### src/rtl/key_eeprom_reader_if.sv
// key_eeprom_reader_if: key-load request port and SPI EEPROM bus of the key reader.
interface key_eeprom_reader_if;
   logic       key_load_req;
   logic [6:0] key_addr;
   logic [7:0] key_data;
   logic       key_data_valid;
   logic       busy;
   logic       spi_cs_n;
   logic       spi_sck;
   logic       spi_mosi;
   logic       spi_miso;
   modport slave (
      input  key_load_req, key_addr, spi_miso,
      output key_data, key_data_valid, busy, spi_cs_n, spi_sck, spi_mosi
   );
   modport master (
      output key_load_req, key_addr, spi_miso,
      input  key_data, key_data_valid, busy, spi_cs_n, spi_sck, spi_mosi
   );
endinterface

### src/rtl/key_eeprom_reader.sv
// key_eeprom_reader: turns a key byte request into one SPI mode-0 READ (0x03) of a 25xx EEPROM.
module key_eeprom_reader #(
   parameter int         CLK_DIV  = 4,
   parameter logic [7:0] KEY_BASE = 8'h00,
   parameter int         CS_IDLE  = 2
) (
   input logic               clk,
   input logic               rst_n,
   key_eeprom_reader_if.slave bus
);
   typedef enum logic [1:0] {IDLE, SHIFT, GAP} state_t;
   localparam int MC = CLK_DIV > CS_IDLE ? CLK_DIV : CS_IDLE;
   localparam int CW = $clog2(MC + 1);
   state_t        state;
   logic [CW-1:0] cnt;
   logic [5:0]    tcnt;
   logic [23:0]   sh;
   logic [7:0]    rx;
   logic [7:0]    addr;
   logic [23:0]   word;
   assign addr = KEY_BASE + {1'b0, bus.key_addr};
   assign word = {8'h03, addr, 8'h00};
   // cnt is shared: SCK half-period timer in SHIFT, CS-high timer in GAP
   always_ff @(posedge clk or negedge rst_n)
      if (!rst_n) begin
         state              <= IDLE;
         cnt                <= '0;
         tcnt               <= '0;
         sh                 <= '0;
         rx                 <= '0;
         bus.spi_cs_n       <= 1'b1;
         bus.spi_sck        <= 1'b0;
         bus.spi_mosi       <= 1'b0;
         bus.key_data       <= 8'h00;
         bus.key_data_valid <= 1'b0;
         bus.busy           <= 1'b0;
      end else begin
         bus.key_data_valid <= 1'b0;
         case (state)
            IDLE:
               if (bus.key_load_req) begin
                  state        <= SHIFT;
                  sh           <= word;
                  bus.spi_mosi <= word[23];
                  bus.spi_cs_n <= 1'b0;
                  bus.busy     <= 1'b1;
                  cnt          <= '0;
                  tcnt         <= '0;
               end
            SHIFT:
               if (cnt == CW'(CLK_DIV - 1)) begin
                  cnt         <= '0;
                  tcnt        <= tcnt + 6'd1;
                  bus.spi_sck <= ~bus.spi_sck;
                  if (!bus.spi_sck) begin
                     // only the last eight SCK periods carry EEPROM data
                     if (tcnt >= 6'd32) rx <= {rx[6:0], bus.spi_miso};
                  end else if (tcnt == 6'd47) begin
                     state              <= GAP;
                     bus.spi_cs_n       <= 1'b1;
                     bus.spi_mosi       <= 1'b0;
                     bus.key_data       <= rx;
                     bus.key_data_valid <= 1'b1;
                  end else begin
                     sh           <= {sh[22:0], 1'b0};
                     bus.spi_mosi <= sh[22];
                  end
               end else cnt <= cnt + 1'b1;
            GAP:
               if (cnt == CW'(CS_IDLE - 1)) begin
                  state    <= IDLE;
                  bus.busy <= 1'b0;
               end else cnt <= cnt + 1'b1;
            default: state <= IDLE;
         endcase
      end
endmodule

### src/flat_wrapper.sv
// flat-port wrapper written by rule: the top's interface ports become plain ports
module key_eeprom_reader_flat 
#(
   parameter int         CLK_DIV  = 4,
   parameter logic [7:0] KEY_BASE = 8'h00,
   parameter int         CS_IDLE  = 2
)
  (clk, rst_n, bus_key_load_req, bus_key_addr, bus_spi_miso, bus_key_data, bus_key_data_valid, bus_busy, bus_spi_cs_n, bus_spi_sck, bus_spi_mosi);
  key_eeprom_reader_if bus_i ();
  input logic clk;
  input logic rst_n;
  input wire logic [$bits(bus_i.key_load_req)-1:0] bus_key_load_req;
  input wire logic [$bits(bus_i.key_addr)-1:0] bus_key_addr;
  input wire logic [$bits(bus_i.spi_miso)-1:0] bus_spi_miso;
  output wire logic [$bits(bus_i.key_data)-1:0] bus_key_data;
  output wire logic [$bits(bus_i.key_data_valid)-1:0] bus_key_data_valid;
  output wire logic [$bits(bus_i.busy)-1:0] bus_busy;
  output wire logic [$bits(bus_i.spi_cs_n)-1:0] bus_spi_cs_n;
  output wire logic [$bits(bus_i.spi_sck)-1:0] bus_spi_sck;
  output wire logic [$bits(bus_i.spi_mosi)-1:0] bus_spi_mosi;
  assign bus_i.key_load_req = bus_key_load_req;
  assign bus_i.key_addr = bus_key_addr;
  assign bus_i.spi_miso = bus_spi_miso;
  assign bus_key_data = bus_i.key_data;
  assign bus_key_data_valid = bus_i.key_data_valid;
  assign bus_busy = bus_i.busy;
  assign bus_spi_cs_n = bus_i.spi_cs_n;
  assign bus_spi_sck = bus_i.spi_sck;
  assign bus_spi_mosi = bus_i.spi_mosi;
  key_eeprom_reader #(.CLK_DIV(CLK_DIV), .KEY_BASE(KEY_BASE), .CS_IDLE(CS_IDLE)) u_core (.clk(clk), .rst_n(rst_n), .bus(bus_i));
endmodule
### config.mk
export PLATFORM = sky130hd
export DESIGN_NAME = key_eeprom_reader_flat
export DESIGN_NICKNAME = d
export VERILOG_FILES = /design/src/rtl/key_eeprom_reader_if.sv /design/src/rtl/key_eeprom_reader.sv /design/src/flat_wrapper.sv
export SDC_FILE = /design/constraint.sdc
export NUM_CORES = 1
export LEC_CHECK = 0
export BUFFER_PORTS_ARGS = -buffer_cell sky130_fd_sc_hd__buf_2
export CORE_UTILIZATION = 30
export DETAILED_ROUTE_END_ITERATION = 8
export GPL_TIMING_DRIVEN = 0
export PLACE_DENSITY = 0.53
export RECOVER_POWER = 100
export SLEW_MARGIN = 20
export SYNTH_ARGS = -nofsm -noshare
export SYNTH_HDL_FRONTEND = slang
export SYNTH_SLANG_ARGS = --single-unit
### constraint.sdc
create_clock -name clk -period 1.9 [get_ports clk]
set_input_delay 0.095 -clock clk [delete_from_list [all_inputs] [get_ports clk]]
set_output_delay 0.095 -clock clk [all_outputs]
set_load 0.01 [all_outputs]
# Word-level counts from Yosys, hierarchy flattened
# Cells that the tools add are included.
# W data, S select, Z words.
[totals]
output_inout_bits = 13
register_bits = 55
elab_cells = 75
inputBits = 11
[op_classes]
n_addsub = 2
bitwise = 1
reduce_logical = 14
mux = 34
magnitude_cmp = 1
n_eq_ne = 12
[op_table]
columns = ["op", "n"]
rows = [
  ["$mux W23", 4],
  ["$pmux W23 S2", 1],
  ["$reduce_and A5 Y1", 3],
  ["$mux W1", 13],
  ["$mux W6", 2],
  ["$pmux W6 S2", 1],
  ["$reduce_and A4 Y1", 3],
  ["$mux W2", 5],
  ["$mux W3", 3],
  ["$pmux W3 S3", 1],
  ["$reduce_and A3 Y1", 3],
  ["$ne A2 B1 Y1 const B", 4],
  ["$add A6 B1 Y6 const B", 1],
  ["$eq A6 B6 Y1 const B", 1],
  ["$ge A6 B6 Y1 const B", 1],
  ["$ne A2 B2 Y1 const B", 3],
  ["$pmux W1 S2", 3],
  ["$pmux W2 S3", 1],
  ["$reduce_bool A2 Y1", 2],
  ["$add A3 B1 Y3 const B", 1],
  ["$eq A3 B1 Y1 const B", 1],
  ["$eq A3 B2 Y1 const B", 1],
  ["$reduce_bool A3 Y1", 1],
  ["$eq A2 B1 Y1 const B", 1],
  ["other kinds (4)", 4],
]

# Longest topological paths before layout
# Gate-level depths: netlist of the first run.
[depth]
word_depth = 5
mapped_depth = 8
depth_no_buf = 7

# Worst setup path before layout of the first run
# Ideal clock, no wire load.
[synth_path]
path_type = "flip-flop to flip-flop"
start = "register u_core.state[0]"
end = "register u_core.sh[14]"
path_stages_with_launch = 8
setup_time_ns = 0.125
t_arrival_ns = 1.824
path_buffers = 1
t_required_ns = 1.775
synth_period_minus_slack_ns = 1.949
setup_slack_ns = -0.049
cell_sequence = "dfrtp_1 -> inv_1 -> ha_1 -> mux2i_1 -> a21o_1 -> a21o_4 -> buf_6 -> mux2_4"
[synth_via]
elab_chain_cells = 3
elab_cells_between_ends = 9
cone_classes = "5 x eq/ne; 1 x mux; 3 x reduce/logical"
[synth_rtl]
columns = ["element", "line_no", "rtl"]
rows = [
  ["start: declaration", "key_eeprom_reader.sv:14", "state_t state;"],
  ["start signal: assignment", "key_eeprom_reader.sv:26", "state <= IDLE;"],
  ["start signal: assignment", "key_eeprom_reader.sv:42", "state <= SHIFT;"],
  ["start signal: assignment", "key_eeprom_reader.sv:59", "state <= GAP;"],
  ["$eq A2 B1 Y1 or $logic_not A2 Y1 (tied branches)", "key_eeprom_reader.sv:39", "case (state)"],
  ["$ne A2 B2 Y1 (no source line), or another cell as far along", "-", ""],
  ["$reduce_and A5 Y1 (no source line)", "-", ""],
  ["end signal: assignment", "key_eeprom_reader.sv:43", "sh <= word;"],
  ["end signal: assignment", "key_eeprom_reader.sv:65", "sh <= {sh[22:0], 1'b0};"],
  ["end: declaration", "key_eeprom_reader.sv:17", "logic [23:0] sh;"],
]
# Parallel ways exist; a longest one is shown, timed or not.
# A chain may end at the register's enable or synchronous reset.

# Worst setup path in the final report of the first run
[layout_path]
start = "register u_core.state[1]"
end = "register u_core.sh[14]"
# Same word-level chain as after synthesis.

==> flow_summary.json, run 1 <==
{
  "status": "finished, final reports clean",
  "start_util_pct": 31.5,
  "ctsLongestPathBuffers": 2,
  "path_delay_family": "multiplexers",
  "ant_nets": 0,
  "clkSinkCount": 47,
  "endpoint_kind": "flop",
  "cp_num_buf_inv": 2,
  "finalCritPeriodShare_pct": 96.5,
  "yosysTopAreaCell": "dfrtp_1",
  "rsz0062_at_grt": "no",
  "routed_wl_um": 3920,
  "fill_cells": 716,
  "place_area_um2": 2420,
  "clkTransAtPathRegs_ns": 0.08,
  "grtUsageTotal_pct": 11.1,
  "synth.area.top_cells": "dfrtp_1, mux2_2, ha_1, a22o_1, inv_1",
  "async_reset_ff_share_pct": 100,
  "synth_edf_count": 0,
  "yosysMostFrequentCell": "dfrtp_1",
  "pre_cts_slack_ns": -0.209,
  "antenna_cells": 0,
  "drt_pass1_iterations": 4,
  "seq_power_share_pct": 61.5,
  "path_class": "reg -> reg",
  "fp.coreArea_um2": 6910,
  "drive_gt1_share_pct": 35.4,
  "crit_arrival_ns": 2.02,
  "final_net_count": 231,
  "drcViolationCount": 0,
  "synth_area_per_cell_um2": 12.4,
  "p_leak_nw": 1.23,
  "fp.dieW_um": 87.2,
  "yosysSeqAreaShare_pct": 54.0,
  "internal_power_w": 0.00127,
  "grt_pass1_vias": 1306,
  "yosysTopAreaCellShare_pct": 52.8,
  "synth_common_cells": "dfrtp_1, mux2_2, inv_1, a22o_1, nor2_1",
  "finalClockSkew_ns": 0.00427,
  "dp_hpwl_um": 2640,
  "comb_power_share_pct": 2.0,
  "dp.cells": 294,
  "crit_fanout": 10,
  "drt_iter0_drc": 25,
  "clockRootBuffer": "clkbuf_8",
  "peakVddDrop_uv": 290,
  "finalMaxSlewViolations": 0,
  "clk_latency_ns": 0.30,
  "num_rows": 30,
  "grt_first_pass_wirelength_um": 6460,
  "p_sw_w": 0.000360,
  "antenna_found_initial": 0,
  "io_buffers": 23,
  "wl_per_cell_um": 12.7,
  "syn_nets": 195,
  "layout_min_cycle_time_ns": 1.83,
  "max_freq_ghz": 0.545,
  "cp_slowest_stage_delay_ns": 0.41,
  "hp-class": "in -> reg",
  "yosysWarnings": 0,
  "syn-cell-area_um2": 2180,
  "die_y_um": 87.2,
  "ys_ff_latch": 47,
  "io-pin-count": 24,
  "cts_tree": "done",
  "final_cell_count_no_fill": 308,
  "synthFlopType": "dfrtp_1",
  "yosysUniqueCellTypes": 37,
  "syn_inst": 175,
  "multi_input_area_um2": 1040,
  "crit_slowest_cell": "dfrtp_1",
  "maxCapViolations": 0,
  "fin_tns_setup_ns": 0,
  "areaGrowthSynthToFinish_pct": 21.8,
  "via_per_inst": 4.52,
  "slew_headroom_pct": 23.6,
  "p_clk_share_pct": 36.5,
  "post-route-cell-area_um2": 2650,
  "worst_pin_slew_ns": 1.15,
  "setup_viol": 0,
  "seqCellArea_um2": 1180,
  "required_ns": 2.09,
  "gp_congestion": 0.721,
  "die_area_um2": 7610,
  "timing.hold.ws_ns": 0.0212,
  "power.density_nw_per_um2": 613,
  "p_sw_share_pct": 22.1,
  "htree_levels": 2,
  "grt_max_degree": 48,
  "final.setup.worst_slack_ns": 0.0656,
  "cts_buffers": 5,
  "critPathLaunchType": "flop",
  "overflow": 0,
  "worstPathCellList": "inv_1 -> ha_4 -> mux2i_4 -> a21o_1 -> a21o_4 -> buf_6 -> mux2_4",
  "finalHoldViolCount": 0,
  "vias": 1393
}
==> cell type report <==
class                   instances  share of cell area [%]
plain buffers                   4                    1.42
clock buffers                   6                    2.74
clock inverters                 2                   0.472
inverters                      12                    1.70
multi-input cells             111                    39.1
flip-flops and latches         47                    44.4
well taps                      96                    4.53
repair buffers                 30                    5.66
==> cells by family after synthesis <==
group           count (synthesis)  share of synthesized area, %
buf+inv                        17                          3.50
compound gates                 29                          9.88
flops                          47                          54.0
mux                            32                          16.6
simple gates                   37                          9.19
fa+ha+maj                       9                          5.17
xor+xnor                        4                          1.61
==> cells in the final DEF (no fill, tap or decap), types with 5 or more instances in the layout <==
| master | count |
|---|---|
| a22o_1 | 10 |
| buf_2 | 9 |
| buf_4 | 7 |
| clkbuf_1 | 15 |
| clkbuf_8 | 5 |
| dfrtp_1 | 46 |
| inv_1 | 10 |
| mux2_2 | 29 |
| nand2_1 | 7 |
| nor2_1 | 10 |
| o21ai_0 | 6 |
==> sequential cells by signal (all words and copies together), names as in the netlist <==
register / count
u_core.bus.key_data_valid: 1
u_core.rx: 8
u_core.bus.busy: 1
u_core.bus.spi_sck: 1
u_core.bus.key_data: 8
u_core.cnt: 3
u_core.bus.spi_cs_n: 1
u_core.state: 2
u_core.bus.spi_mosi: 1
u_core.sh: 15
u_core.tcnt: 6
==> through the flow <==
stage / utilization [%] / power [W]
global placement: 35.0 / 0.00105
finish: 38.4 / 0.00163
detailed placement: 35.0 / 0.00105
global route: 38.4 / 0.00169
floorplan: - / 0.00102
CTS: 37.7 / 0.00165
==> worst reg2reg max path, stage by stage, from the launching register on <==
cell,delay (ns)
dfrtp_1,0.41
inv_1,0.15
ha_4,0.20
mux2i_4,0.24
a21o_1,0.14
a21o_4,0.14
buf_6,0.15
mux2_4,0.30
==> what timing repair did <==
action / in CTS / in global routing
pin swaps: 2 / 1
buffers inserted: 4 / 2
endpoints found under the hold margin: 0 / 46
setup endpoints to repair: 35 / 23
resized for setup: 15 / 10
hold buffers: 0 / 1
==> path summary, 6_finish.rpt <==
| path | start | end | slack [ns] | depth (start not counted) |
|---|---|---|---|---|
| setup / recovery | u_core.state[1] | u_core.sh[14] | 0.07 | 7 |
| setup reg to reg | u_core.state[1] | u_core.sh[14] | 0.07 | 7 |
| hold reg to reg | u_core.sh[21] | u_core.sh[22] | 0.51 | 1 |
| max in group asynchronous | rst_n | u_core.cnt[1] | 0.65 | 2 |
| min in group asynchronous | rst_n | u_core.bus.key_data[5] | 0.55 | 2 |
| hold / removal | bus_key_addr[0] | u_core.sh[8] | 0.02 | 2 |
==> power by group through the flow <==
stage	clock, W	sequential, W	combinational (W)
final	0.000593	0.00100	0.0000326
after global routing	0.000648	0.00100	0.0000386
after CTS	0.000613	0.00100	0.0000338
after detailed placement	0	0.00102	0.0000336
after global placement	0	0.00102	0.0000335
after floorplan	0	0.00102	0.00000120
==> metal layers <==
metal  up-vias  track usage (%)  part of all wire [%]
met3        10             3.03                   3.3
met1       670             15.3                    49
met4         0             4.02                   2.1
li1        688                -                     -
met5         -                0                     0
met2        25             16.8                    46
Note: power is estimated with default switching activity, not from simulation.
==> inputs of run 2 (changes only) <==
--- a/config.mk
+++ b/config.mk
@@ -5,11 +5,12 @@
 export SDC_FILE = /design/constraint.sdc
 export NUM_CORES = 1
 export LEC_CHECK = 0
+export ABC_CLOCK_PERIOD_IN_PS = 1900
 export BUFFER_PORTS_ARGS = -buffer_cell sky130_fd_sc_hd__buf_2
 export CORE_UTILIZATION = 30
 export DETAILED_ROUTE_END_ITERATION = 8
 export GPL_TIMING_DRIVEN = 0
-export PLACE_DENSITY = 0.53
+export PLACE_DENSITY = 0.45
 export RECOVER_POWER = 100
 export SLEW_MARGIN = 20
 export SYNTH_ARGS = -nofsm -noshare
==> run 2 against run 1 <==
Against the previous run:
- first-iteration DRC count up 140%
- clock power up 31%
- setup slack worse by 0.026 ns
- worst hold slack better by 0.0054 ns
- non-clock buffer count up 1
- power is 12% higher
==> flow_summary.json, run 2 (synthesized netlist as in run 1, its figures left out) <==
{
  "top_register": "u_core.sh",
  "hp-class": "in -> reg",
  "max_freq_ghz": 0.538,
  "crit_start": "u_core.cnt[1]",
  "drive_gt1_share_pct": 35.2,
  "layout_min_cycle_time_ns": 1.86,
  "drt_pass1_iterations": 6,
  "die_area_um2": 7610,
  "areaGrowthSynthToFinish_pct": 23.7,
  "post-route-cell-area_um2": 2700,
  "p_sw_share_pct": 20.4,
  "timing.hold.ws_ns": 0.0266,
  "top_regs": "u_core.sh: 15 flops, u_core.bus.key_data: 8 flops, u_core.rx: 8 flops",
  "vias": 1445,
  "clkTransAtPathRegs_ns": 0.09,
  "ctsLongestPathBuffers": 2,
  "start_util_pct": 31.5,
  "peakVddDrop_uv": 334,
  "slew_headroom_pct": 20.8,
  "power.density_nw_per_um2": 673,
  "fp.dieW_um": 87.2,
  "finalCritPeriodShare_pct": 97.9,
  "p_leak_nw": 1.26,
  "r2r_setup_slack_ns": 0.04,
  "setup_viol": 0,
  "p_sw_w": 0.000370,
  "path_class": "reg -> reg",
  "status": "finished, final reports clean",
  "endpoint_kind": "flop",
  "drt_iter0_drc": 61,
  "cts_tree": "done",
  "power.total_w": 0.00181,
  "io-pin-count": 24,
  "routed_wl_um": 4330,
  "crit_end": "u_core.sh[14]",
  "num_rows": 30,
  "internal_power_w": 0.00144,
  "r2r_end": "u_core.sh[14]",
  "seq_power_share_pct": 55.2,
  "r2r-start": "u_core.cnt[1]",
  "cts_buffers": 5,
  "gp_congestion": 0.733,
  "place_area_um2": 2420,
  "grt_pass1_vias": 1560,
  "grt_first_pass_wirelength_um": 7430,
  "final_cell_mix": "dfrtp_1, mux2_2, clkbuf_1",
  "fill_cells": 685,
  "final_net_count": 232,
  "p_clk_share_pct": 42.9,
  "overflow": 0,
  "comb_power_share_pct": 1.9,
  "clk_latency_ns": 0.31,
  "antenna_cells": 0,
  "grt_max_degree": 48,
  "ant_nets": 0,
  "finalClockSkew_ns": 0.0117,
  "required_ns": 2.09,
  "finalHoldViolCount": 0,
  "mostFrequentLayoutCell": "dfrtp_1",
  "worst_pin_slew_ns": 1.19,
  "htree_levels": 2,
  "seqCellArea_um2": 1180,
  "critPathLaunchType": "flop",
  "io_buffers": 23,
  "maxCapViolations": 0,
  "crit_fanout": 10,
  "wl_per_cell_um": 14.0,
  "via_per_inst": 4.68,
  "antenna_found_initial": 0,
  "grtUsageTotal_pct": 12.9,
  "drcViolationCount": 0,
  "clkSinkCount": 47,
  "crit_arrival_ns": 2.05,
  "die_y_um": 87.2,
  "worst_r2r_path_depth": 7,
  "dp_hpwl_um": 2930,
  "clockRootBuffer": "clkbuf_8",
  "largest_reg_flops": 15,
  "multi_input_area_um2": 1030,
  "finalMaxSlewViolations": 0,
  "fp.coreArea_um2": 6910
}
-- run 2: stage by stage --
step / setup slack [ns] / util, % / std cells / TNS, ns
3_5_place_dp: -0.252 / 35.0 / 294 / -5.25
2_1_floorplan: 0.0176 / - / 175 / 0
5_1_grt: -0.0288 / 39.0 / 309 / -0.0904
6_report: 0.0401 / 39.0 / 309 / 0
3_3_place_gp: -0.220 / 35.0 / 294 / -3.57
4_1_cts: 0.000153 / 38.2 / 306 / 0
-- run 2: final cells by class --
type	count	share of cell area (%)
tap	96	4.46
buffer	4	1.39
multi-input combinational	111	38.2
clock buffer	6	3.06
clock inverter	2	1.44
sequential	47	43.7
timing repair buffer	31	6.13
inverter	12	1.67
-- run 2: worst min-delay path by stage --
| stage | start | to | slack (ns) | depth (start not counted) |
|---|---|---|---|---|
| finish | bus_spi_miso | u_core.rx[0] | 0.03 | 2 |
| global route | bus_spi_miso | u_core.rx[0] | 0.01 | 2 |
| CTS | rst_n | u_core.cnt[0] | 0.02 | 1 |
| detailed placement | bus_key_addr[0] | u_core.sh[8] | 0.32 | 2 |
| global placement | bus_key_addr[0] | u_core.sh[8] | 0.32 | 2 |
| floorplan | rst_n | u_core.bus.busy | -0.20 | 0 |
-- run 2: layer usage --
layer	global-route usage, %	wire [µm]	vias up
met3	3.51	133	5
met2	23.6	2290	23
met5	0	0	-
met4	4.47	62	0
met1	14.3	1850	726
li1	-	-	691
-- run 2: what timing repair did --
item                       in CTS  in global routing
setup buffers                   4                  2
hold buffers                    1                  1
pin swaps                       2                  1
hold endpoints to repair        1                 46
gates cloned                    0                  0
setup endpoints to repair      35                 28
resized for setup              14                  9
-- run 2: power by group through the flow --
stage          clock network [W]    logic, W  registers [W]
2_1_floorplan                  0  0.00000120        0.00102
3_5_place_dp                   0   0.0000340        0.00102
6_report                0.000778   0.0000349        0.00100
5_1_grt                 0.000851   0.0000414        0.00100
3_3_place_gp                   0   0.0000320        0.00102
4_1_cts                 0.000811   0.0000356        0.00100
-- run 2: worst max-delay path: stages, from the launching register on --
cell and delay (ns):
dfrtp_1 0.42, ha_4 0.17, ha_4 0.19, nand2_4 0.09, a21o_1 0.21, a21o_4 0.22, buf_6 0.14, mux2_4 0.29
==> inputs of run 3 (changes only) <==
--- a/config.mk
+++ b/config.mk
@@ -8,9 +8,10 @@
 export ABC_CLOCK_PERIOD_IN_PS = 1900
 export BUFFER_PORTS_ARGS = -buffer_cell sky130_fd_sc_hd__buf_2
 export CORE_UTILIZATION = 30
+export CTS_CLUSTER_DIAMETER = 50
 export DETAILED_ROUTE_END_ITERATION = 8
 export GPL_TIMING_DRIVEN = 0
-export PLACE_DENSITY = 0.45
+export PLACE_DENSITY = 0.44
 export RECOVER_POWER = 100
 export SLEW_MARGIN = 20
 export SYNTH_ARGS = -nofsm -noshare
==> run 3 against run 2 <==
Against the previous run:
- die area unchanged
- register-to-register slack improved by 0.02 ns
- fmax increased by 0.82%
- largest cell class unchanged
- count of clock-buffer cells in the layout unchanged
- routed wire length decreased by 1.7%
- sequential share of layout area increased by 0.22 points
- utilization decreased by 0.20 points
- sequential power about the same
- cell count increased by 0.32%
- sequential cell count unchanged
- critical path type unchanged
==> flow_summary.json, run 3 (synthesized netlist as in run 1, its figures left out) <==
{
  "clkTransAtPathRegs_ns": 0.09,
  "critPathLaunchType": "flop",
  "final.setup.worst_slack_ns": 0.0552,
  "seq_power_share_pct": 60.4,
  "ctsLongestPathBuffers": 2,
  "clkSinkCount": 47,
  "finalCritPeriodShare_pct": 97.1,
  "grtUsageTotal_pct": 12.6,
  "final_cell_mix": "dfrtp_1, mux2_2, clkbuf_1",
  "p_leak_nw": 1.26,
  "gp_congestion": 0.731,
  "grt_max_degree": 48,
  "slew_headroom_pct": 19.5,
  "crit_fanout": 10,
  "grt_first_pass_wirelength_um": 7310,
  "top_regs": "u_core.sh: 15 flops, u_core.bus.key_data: 8 flops, u_core.rx: 8 flops",
  "start_util_pct": 31.5,
  "drt_pass1_iterations": 4,
  "grt_pass1_vias": 1565,
  "dp.cells": 294,
  "clockRootBuffer": "clkbuf_8",
  "largest_reg_flops": 15,
  "dp_hpwl_um": 2880,
  "vias": 1457,
  "finalMaxSlewViolations": 0,
  "fill_cells": 728,
  "place_area_um2": 2420,
  "clk_latency_ns": 0.30,
  "busiest_layer": "met2",
  "io_buffers": 23,
  "drt_iter0_drc": 64,
  "power.total_w": 0.00166,
  "final_net_count": 234,
  "maxCapViolations": 0,
  "routed_wl_um": 4260,
  "met3_usage_pct": 3.32,
  "fp.dieW_um": 87.2,
  "mostFrequentLayoutCell": "dfrtp_1",
  "p_clk_share_pct": 37.6,
  "cts_buffers": 5,
  "status": "finished, final reports clean",
  "die_area_um2": 7610,
  "use_met2_pct": 22.9,
  "overflow": 0,
  "hp-class": "in -> reg",
  "ant_nets": 0,
  "cts_tree": "done",
  "die_y_um": 87.2,
  "power.density_nw_per_um2": 619,
  "use_met1_pct": 14.0,
  "top_register": "u_core.sh",
  "seqCellArea_um2": 1180,
  "finalHoldViolCount": 0,
  "drcViolationCount": 0,
  "required_ns": 2.08,
  "setup_viol": 0,
  "worst_pin_slew_ns": 1.21,
  "crit_arrival_ns": 2.03,
  "post-route-cell-area_um2": 2680,
  "drive_gt1_share_pct": 36.4,
  "areaGrowthSynthToFinish_pct": 23.1,
  "num_rows": 30,
  "fp.coreArea_um2": 6910,
  "p_sw_w": 0.000356,
  "via_per_inst": 4.70,
  "max_freq_ghz": 0.542,
  "pre_cts_slack_ns": -0.248,
  "final_cell_count_no_fill": 310,
  "io-pin-count": 24,
  "internal_power_w": 0.00130,
  "comb_power_share_pct": 2.0,
  "peakVddDrop_uv": 357,
  "layout_min_cycle_time_ns": 1.84,
  "antenna_found_initial": 0,
  "p_sw_share_pct": 21.5,
  "multi_input_area_um2": 1030,
  "finalClockSkew_ns": 0.0119,
  "antenna_cells": 0,
  "path_class": "reg -> reg",
  "htree_levels": 2,
  "fin_util_pct": 38.8,
  "wl_per_cell_um": 13.7,
  "endpoint_kind": "flop"
}
[run 3: cell types whose count changed in the layout (fill, tap and decap cells not counted)]
cell / previous run / this run
buf_4: 8 / 11
bufinv_16: 1 / 0
dlygate4sd3_1: 2 / 1
o21ai_0: 6 / 5
o21ai_2: 0 / 1
[run 3: repair_timing]
action,CTS,global route
hold buffers,0,1
pin swaps,1,2
gates resized for setup,13,12
cloned,0,0
hold endpoints to repair,0,46
setup buffers,4,5
setup endpoints to repair,37,32
[run 3: worst max-delay path, stage by stage, from the launching register on]
cell and delay [ns]:
dfrtp_1 0.44, ha_4 0.18, ha_4 0.16, nand2_4 0.08, a21o_1 0.21, a21o_4 0.22, buf_6 0.14, mux2_4 0.29
[run 3: cell type report]
class	count	area share, %
Clock inverter	1	0.327
Multi-Input combinational cell	111	38.5
Tap cell	96	4.48
Buffer	4	1.40
Inverter	12	1.68
Timing Repair Buffer	33	6.63
Clock buffer	6	3.08
Sequential cell	47	43.9
[run 3: stage by stage]
step | TNS, ns | hold WS [ns]
after floorplan | 0 | -0.201
after detailed placement | -4.69 | 0.340
after global routing | -0.0744 | 0.0175
final | 0 | 0.0202
after global placement | -3.80 | 0.319
after CTS | -0.0477 | 0.00557
[run 3: path summary, 6_finish.rpt]
path | startpoint | end | slack, ns | cells after the start
max | u_core.cnt[1] | u_core.sh[14] | 0.06 | 7
min | bus_key_addr[0] | u_core.sh[8] | 0.02 | 2
max reg2reg | u_core.cnt[1] | u_core.sh[14] | 0.06 | 7
min reg2reg | u_core.sh[22] | u_core.bus.spi_mosi | 0.50 | 1
max in group asynchronous | rst_n | u_core.rx[1] | 0.58 | 2
min in group asynchronous | rst_n | u_core.tcnt[1] | 0.57 | 2
[run 3: power by group through the flow]
| stage | clock, W | sequential (W) | combinational, W |
|---|---|---|---|
| after global placement | 0 | 0.00102 | 0.0000320 |
| after CTS | 0.000658 | 0.00100 | 0.0000346 |
| after global routing | 0.000702 | 0.00100 | 0.0000397 |
| after floorplan | 0 | 0.00102 | 0.00000120 |
| after detailed placement | 0 | 0.00102 | 0.0000342 |
| final | 0.000624 | 0.00100 | 0.0000336 |
[run 3: per-layer routing]
layer	vias up	share of wire, %
met5	-	0
met1	740	44
li1	694	-
met3	4	3.2
met4	0	1.5
met2	19	52
